==> src/rtl/count_ctrl_pkg.sv <==
// Shared definitions for the count_ctrl run/pause/finish controller:
// FSM state encodings and the packed 3-digit BCD layout.
package count_ctrl_pkg;

    localparam int BCD_W = 12;

    // Digit fields of the packed BCD counter value
    localparam int HUND_MSB = 11;
    localparam int HUND_LSB = 8;
    localparam int TENS_MSB = 7;
    localparam int TENS_LSB = 4;
    localparam int ONES_MSB = 3;
    localparam int ONES_LSB = 0;

    typedef enum logic [1:0] {
        ST_IDLE   = 2'd0,
        ST_RUN    = 2'd1,
        ST_PAUSE  = 2'd2,
        ST_FINISH = 2'd3
    } state_t;

endpackage

==> src/rtl/count_ctrl_tick_gen.sv <==
// Prescaler for the count-enable strobe: counts 0..TICK_DIV-1 while running
// and flags the wrap cycle; a synchronous restart returns it to 0.
module tick_gen #(
    parameter int TICK_DIV = 100_000_000,
    parameter int TICK_W   = 27
) (
    input  logic clk,
    input  logic rst,
    input  logic i_restart,
    input  logic i_run,
    output logic o_tick
);

    localparam logic [TICK_W-1:0] LAST = TICK_W'(TICK_DIV - 1);

    logic [TICK_W-1:0] r_cnt;

    always_ff @(posedge clk or negedge rst) begin
        if (!rst) begin
            r_cnt <= '0;
        end else if (i_restart) begin
            r_cnt <= '0;
        end else if (i_run) begin
            r_cnt <= (r_cnt == LAST) ? '0 : r_cnt + TICK_W'(1);
        end
    end

    // Wrap indication; the owner registers it into the outgoing strobe
    assign o_tick = i_run && !i_restart && (r_cnt == LAST);

endmodule

==> src/rtl/count_ctrl.sv <==
// Run/pause/finish controller for the 3-digit BCD counter. Optional lap
// capture on the display path is built only when CTRL_LAP_EN is defined.
module count_ctrl
    import count_ctrl_pkg::*;
#(
    parameter int TICK_DIV = 100_000_000,
    parameter int TICK_W   = 27
) (
    input  logic             clk,
    input  logic             rst,
    input  logic             start,
    input  logic             stop,
    input  logic             clear,
`ifdef CTRL_LAP_EN
    input  logic             lap,
`endif
    input  logic [BCD_W-1:0] target_bcd,
    input  logic [BCD_W-1:0] cnt_bcd,
    input  logic             cnt_done,
    output logic             cnt_en,
    output logic             cnt_clr,
    output logic             running,
    output logic             done,
    output logic [1:0]       state,
    output logic [BCD_W-1:0] disp_bcd
);

    state_t r_state;
    state_t w_next;
    logic   r_cnt_en;
    logic   r_cnt_clr;
    logic   r_running;
    logic   r_done;
    logic   w_hit;
    logic   w_tick;
    logic   w_enter_run;

    // A non-BCD target digit can never match, leaving cnt_done as the only stop
    assign w_hit = ((cnt_bcd[HUND_MSB:HUND_LSB] == target_bcd[HUND_MSB:HUND_LSB]) &&
                    (cnt_bcd[TENS_MSB:TENS_LSB] == target_bcd[TENS_MSB:TENS_LSB]) &&
                    (cnt_bcd[ONES_MSB:ONES_LSB] == target_bcd[ONES_MSB:ONES_LSB])) ||
                   cnt_done;

    always_comb begin
        w_next = r_state;
        case (r_state)
            ST_IDLE: begin
                if (clear)      w_next = ST_IDLE;
                else if (start) w_next = ST_RUN;
            end
            ST_RUN: begin
                if (clear)      w_next = ST_IDLE;
                else if (w_hit) w_next = ST_FINISH;
                else if (stop)  w_next = ST_PAUSE;
            end
            ST_PAUSE: begin
                if (clear)      w_next = ST_IDLE;
                else if (start) w_next = ST_RUN;
            end
            ST_FINISH: begin
                if (clear)      w_next = ST_IDLE;
            end
        endcase
    end

    assign w_enter_run = (r_state != ST_RUN) && (w_next == ST_RUN);

    tick_gen #(
        .TICK_DIV (TICK_DIV),
        .TICK_W   (TICK_W)
    ) u_tick_gen (
        .clk       (clk),
        .rst       (rst),
        .i_restart (w_enter_run),
        .i_run     (r_state == ST_RUN),
        .o_tick    (w_tick)
    );

    always_ff @(posedge clk or negedge rst) begin
        if (!rst) begin
            r_state   <= ST_IDLE;
            r_cnt_en  <= 1'b0;
            r_cnt_clr <= 1'b0;
            r_running <= 1'b0;
            r_done    <= 1'b0;
        end else begin
            r_state   <= w_next;
            // A tick is dropped when the count is about to leave RUN
            r_cnt_en  <= w_tick && !w_hit && (w_next == ST_RUN);
            r_cnt_clr <= clear;
            r_running <= (w_next == ST_RUN);
            r_done    <= (w_next == ST_FINISH);
        end
    end

`ifdef CTRL_LAP_EN
    logic [BCD_W-1:0] r_lap_reg;
    logic             r_lap_hold;

    always_ff @(posedge clk or negedge rst) begin
        if (!rst) begin
            r_lap_reg  <= '0;
            r_lap_hold <= 1'b0;
        end else if (clear) begin
            r_lap_hold <= 1'b0;
        end else if (lap && ((r_state == ST_RUN) || (r_state == ST_PAUSE))) begin
            if (r_lap_hold) begin
                r_lap_hold <= 1'b0;
            end else begin
                r_lap_reg  <= cnt_bcd;
                r_lap_hold <= 1'b1;
            end
        end
    end

    assign disp_bcd = r_lap_hold ? r_lap_reg : cnt_bcd;
`else
    assign disp_bcd = cnt_bcd;
`endif

    assign cnt_en  = r_cnt_en;
    assign cnt_clr = r_cnt_clr;
    assign running = r_running;
    assign done    = r_done;
    assign state   = r_state;

endmodule
==> config.mk <==
export PLATFORM = sky130hd
export DESIGN_NAME = count_ctrl
export DESIGN_NICKNAME = d
export VERILOG_FILES = /design/src/rtl/count_ctrl_pkg.sv /design/src/rtl/count_ctrl_tick_gen.sv /design/src/rtl/count_ctrl.sv
export SDC_FILE = /design/constraint.sdc
export NUM_CORES = 1
export LEC_CHECK = 0
export ABC_AREA = 0
export CAP_MARGIN = 20
export CORE_ASPECT_RATIO = 0.5
export CORE_MARGIN = 3
export CORE_UTILIZATION = 40
export CTS_CLUSTER_SIZE = 28
export DETAILED_ROUTE_END_ITERATION = 7
export PLACE_DENSITY = 0.62
export SETUP_SLACK_MARGIN = 0.05
export SLEW_MARGIN = 25
export SYNTH_ARGS = -nofsm -noshare
export SYNTH_HDL_FRONTEND = slang
export SYNTH_SLANG_ARGS = --single-unit
==> constraint.sdc <==
create_clock -name clk -period 2.5 [get_ports clk]
set_input_delay 0.5 -clock clk [delete_from_list [all_inputs] [get_ports clk]]
set_output_delay 0.5 -clock clk [all_outputs]
set_load 0.01 [all_outputs]
After elaboration in Yosys (flattened, before gate mapping)
Cells that the tools add are included.
W data, S select, Z words.
{"block": "totals", "reg_bits": 33, "output_inout_bits": 18, "input_bits": 30}
{"block": "classes", "addsub": 1, "reduce_logical": 13, "eq_ne": 10, "n_mux": 10}
{"operator": "$mux W27", "count": 3}
{"operator": "$add A27 B1 Y27 const B", "count": 1}
{"operator": "$eq A27 B27 Y1 const B", "count": 1}
{"operator": "$eq A4 B4 Y1", "count": 3}
{"operator": "$mux W2", "count": 6}
{"operator": "$logic_and A1 B1 Y1", "count": 7}
{"operator": "$eq A2 B2 Y1 const B", "count": 3}
{"operator": "$pmux W2 S3", "count": 1}
{"operator": "$eq A2 B1 Y1 const B", "count": 2}
{"operator": "$logic_not A1 Y1", "count": 2}
{"operator": "$logic_not A2 Y1", "count": 1}
{"operator": "$ne A2 B1 Y1 const B", "count": 1}
{"operator": "$reduce_bool A2 Y1", "count": 1}
{"operator": "$reduce_or A2 Y1", "count": 1}
{"operator": "$logic_or A1 B1 Y1", "count": 1}

Depth between registers and ports, before layout
{"block": "depth", "ltp_word": 14, "depth_mapped": 8, "ltp_nobuf": 6}

Hierarchy
A second synthesis with hierarchy kept.
{"block": "hier_totals", "hier_cells": 231, "area_unflattened_um2": 2097.0}
{"module": "tick_gen", "seq_area_each_um2": 675.6, "instances": 1, "area_per_inst_um2": 1585.3, "cells_per_inst": 177}
{"module": "count_ctrl", "seq_area_each_um2": 150.1, "instances": 1, "area_per_inst_um2": 511.7, "cells_per_inst": 54}

Worst setup path before layout
OpenSTA, ideal clock, no wires.
{"block": "synth_timing", "path_kind": "flip-flop to flip-flop", "from": "register u_tick_gen.r_cnt[19]", "to": "register u_tick_gen.r_cnt[22]", "t_arrival_ps": 1690, "path_slack_ps": 686, "period_less_slack_ps": 1814, "stages_incl_launch_ff": 8, "setup_ps": 124, "n_path_buf": 2, "cell_sequence": "dfrtp_1 > or4_4 > nor4_4 > a21oi_2 > buf_6 > buf_6 > a32oi_1 > nand2_1"}
{"block": "synth_via", "elab_chain_len": 4, "elab_cells_between_ends": 5, "cone_classes": "1 x add/sub; 1 x eq/ne; 3 x mux"}
{"element": "start, declared", "line_no": "count_ctrl_tick_gen.sv:16", "rtl": "logic [TICK_W-1:0] r_cnt;"}
{"element": "start signal, assigned", "line_no": "count_ctrl_tick_gen.sv:24", "rtl": "r_cnt <= (r_cnt == LAST) ? '0 : r_cnt + TICK_W'(1);"}
{"element": "$add A27 B1 Y27 / $eq A27 B27 Y1 (equally long branches)", "line_no": "count_ctrl_tick_gen.sv:24"}
{"element": "$mux W27 *", "line_no": "count_ctrl_tick_gen.sv:24"}
{"element": "$mux W27 *", "line_no": "count_ctrl_tick_gen.sv:23", "rtl": "end else if (i_run) begin"}
{"element": "$mux W27 *", "line_no": "count_ctrl_tick_gen.sv:21", "rtl": "end else if (i_restart) begin"}
Mark *: on every way between the ends. The rest lies on a longest branch, timed or not. The select of a mux whose other input is x is not followed.
A chain may end at the register's enable or synchronous reset.

Worst setup path after layout
{"block": "layout_timing", "from": "register u_tick_gen.r_cnt[1]", "to": "register u_tick_gen.r_cnt[18]"}
Same word-level chain as after synthesis.

==> qor.txt <==
vias per cell: 5.65
Post-synth EDFFs: 0
placer congestion estimate: 0.832
FF+latch count, synth: 33
final setup vio count: 0
cell area after synthesis: 2040 sq um
Avg Synthesized Cell Area: 8.92 sq um
Internal Power: 0.00106 W
DR WL/cell: 14.3 microns
die height: 56.5 microns
share of the synthesized area in the top cell type: 0.404
Yosys top cell by area: dfrtp_1
Clock Path Buffers: 2
relative slew slack: 0.657
nets: 297
fin crit share: 0.834
Port Buffers: 47
most frequent cell after synthesis: dfrtp_1
Crit Path Class: reg2reg
max cap viols: 0
die area: 6050 sq um
Boundary Pins: 48
reg2reg setup slack: 0.42 ns
first-pass GRT wire length: 8450 microns
critical path startpoint category: flop
Min Clock Period, post-route: 2.08 ns
Final Hold Viols: 0
Congestion Overflow GR: 0
ratio of cells with drive above 1 in the final layout: 0.0712
core area: 4660 sq um
Req. time, crit path: 2.67 ns
clock root buffer master: clkbuf_8
maximum VDD drop: 0.227 mV
Clk pin slew, worst setup/hold paths: 0.07 ns
htree depth: 2
Syn Inst Count: 229
max-slew violation count: 0
Clock power frac: 0.248
gr usage total: 0.175
final setup TNS: 0 ns
Setup Skew: 0.00543 ns
Post-Route WL: 4770 microns
Die Width: 107 microns
r2r worst-path depth: 7
Async SR Flop Fraction: 1.00
CTS tree: yes
pin count of the biggest net entering global routing: 34
clock sink total: 33
Seq/Total Area, Yosys: 0.404
hold depth: 1
Syn Nets: 260
Max Freq: 480 MHz
area grow syn2layout: 27.0%
Sequential Power Share: 0.508
Detailed Place HPWL: 3420 microns
leakage power: 1.01 nW
CP Capture Type: flop
Commonest cells post-synth: dfrtp_1, nand2_1, a31oi_1, a21oi_1, nand3_1
RSZ-0062 raised after global routing: no
switching power: 0.000519 W
# placed instances: 325
Cell Count, Final, Fillers Out: 333
Gate power share: 0.245
worst hold margin: 0.519 ns
Ys Warns: 0
antenna-violating nets left: 0
initial core utilization: 0.439
hold_buf cts: 0
Post-DP Area: 2510 sq um
Ant. Diodes: 0
crit-path max FO: 24
Initial DRC Count: 96
status: finished, final reports clean
main area contributors after synthesis: dfrtp_1, a31oi_1, nand2_1
Pre-antenna DRT Iters: 5
Main synth FF type: dfrtp_1
CTS buffer count: 5
vias in the first global route: 1896
Pwr Density: 607 nW/um^2
DRC viols: 0
via count: 1881
floorplan row count: 17
Post-CTS Setup Bufs: 0
Worst Tran Pin Value: 0.513 ns
cell area after layout: 2590 sq um
Distinct cells, synth: 41
Hold Path Class: reg2reg
Skew-Pair Late Insertion Delay: 0.29 ns
# resized after CTS: 0
initial antenna violation count: 0
sw frac: 0.329
critical path arrival: 2.25 ns
-- path summary, 6_finish.rpt --
check / start / endpoint
setup / recovery: u_tick_gen.r_cnt[1]$_DFFE_PN0P_ / u_tick_gen.r_cnt[18]$_DFFE_PN0P_
max in group asynchronous: rst / u_tick_gen.r_cnt[14]$_DFFE_PN0P_
hold / removal: u_tick_gen.r_cnt[23]$_DFFE_PN0P_ / u_tick_gen.r_cnt[23]$_DFFE_PN0P_
hold reg to reg: u_tick_gen.r_cnt[23]$_DFFE_PN0P_ / u_tick_gen.r_cnt[23]$_DFFE_PN0P_
min in group asynchronous: rst / u_tick_gen.r_cnt[5]$_DFFE_PN0P_
setup reg to reg: u_tick_gen.r_cnt[1]$_DFFE_PN0P_ / u_tick_gen.r_cnt[18]$_DFFE_PN0P_
-- per-layer routing --
| metal | up-vias | wire (microns) | GRT usage | part of all wire |
|---|---|---|---|---|
| met2 | 63 | 2110 | 0.277 | 0.44 |
| li1 | 910 | - | - | - |
| met3 | 9 | 431 | 0.0586 | 0.090 |
| met4 | 0 | 84 | 0.0729 | 0.018 |
| met1 | 899 | 2150 | 0.219 | 0.45 |
| met5 | - | 0 | 0 | 0 |
-- power groups by stage --
stage / clock network, W / logic [W] / registers (W)
finish: 0.000390 / 0.000385 / 0.000800
floorplan: 0 / 0.000260 / 0.000767
global route: 0.000431 / 0.000438 / 0.000828
global placement: 0 / 0.000380 / 0.000802
detailed placement: 0 / 0.000386 / 0.000807
CTS: 0.000400 / 0.000389 / 0.000797
-- critical path, stage by stage, from the launching register on --
cell and delay, ns:
dfrtp_1 0.39, ha_1 0.24, nand3_2 0.15, nor4_2 0.47, a21oi_4 0.23, buf_12 0.22, a41oi_1 0.21, a31oi_1 0.06
-- stage by stage --
stage	power, W	util	setup slack (ns)
after CTS	0.00159	0.555	0.229
after global placement	0.00118	0.538	0.319
after global routing	0.00170	0.557	0.211
final	0.00158	0.557	0.416
after detailed placement	0.00119	0.538	0.255
after floorplan	0.00103	-	0.686
-- area by class of cell --
class	count	area, sq um
multi-input combinational	170	1050
fill	419	2060
clock buffer	8	80.1
tap	66	82.6
timing repair buffer	53	541
inverter	3	11.3
sequential	33	826
-- cells in the final DEF, fill, tap and decap left out, drive strengths merged, types with 2 or more instances in the layout --
| cell type | n |
|---|---|
| buf | 6 |
| inv | 3 |
| nor4 | 4 |
| and2 | 4 |
| and3 | 7 |
| clkdlybuf4s50 | 47 |
| o31ai | 2 |
| a41oi | 6 |
| or3 | 2 |
| xnor2 | 12 |
| nor3 | 4 |
| clkbuf | 8 |
| or3b | 2 |
| nand3 | 14 |
| a31oi | 23 |
| nand2b | 4 |
| a21oi | 15 |
| nor3b | 2 |
| o21ai | 6 |
| nor2 | 11 |
| nand4 | 7 |
| nand3b | 3 |
| nand2 | 31 |
| dfrtp | 33 |
-- logic make-up after synthesis --
family	share of synthesized area
flip-flops	0.404
multiplexers	0.00551
adder cells (fa/ha/maj)	0.00612
XOR/XNOR	0.0514
buffers and inverters	0.0833
AND/OR/NAND/NOR	0.269
AO/OA/AOI/OAI	0.181
-- flip-flops by register name, indices dropped and copies added, names as in the netlist --
name,flops
u_tick_gen.r_cnt,27
running,1
cnt_en,1
cnt_clr,1
state,2
done,1
No activity file was read; power rests on OpenSTA's default activity.
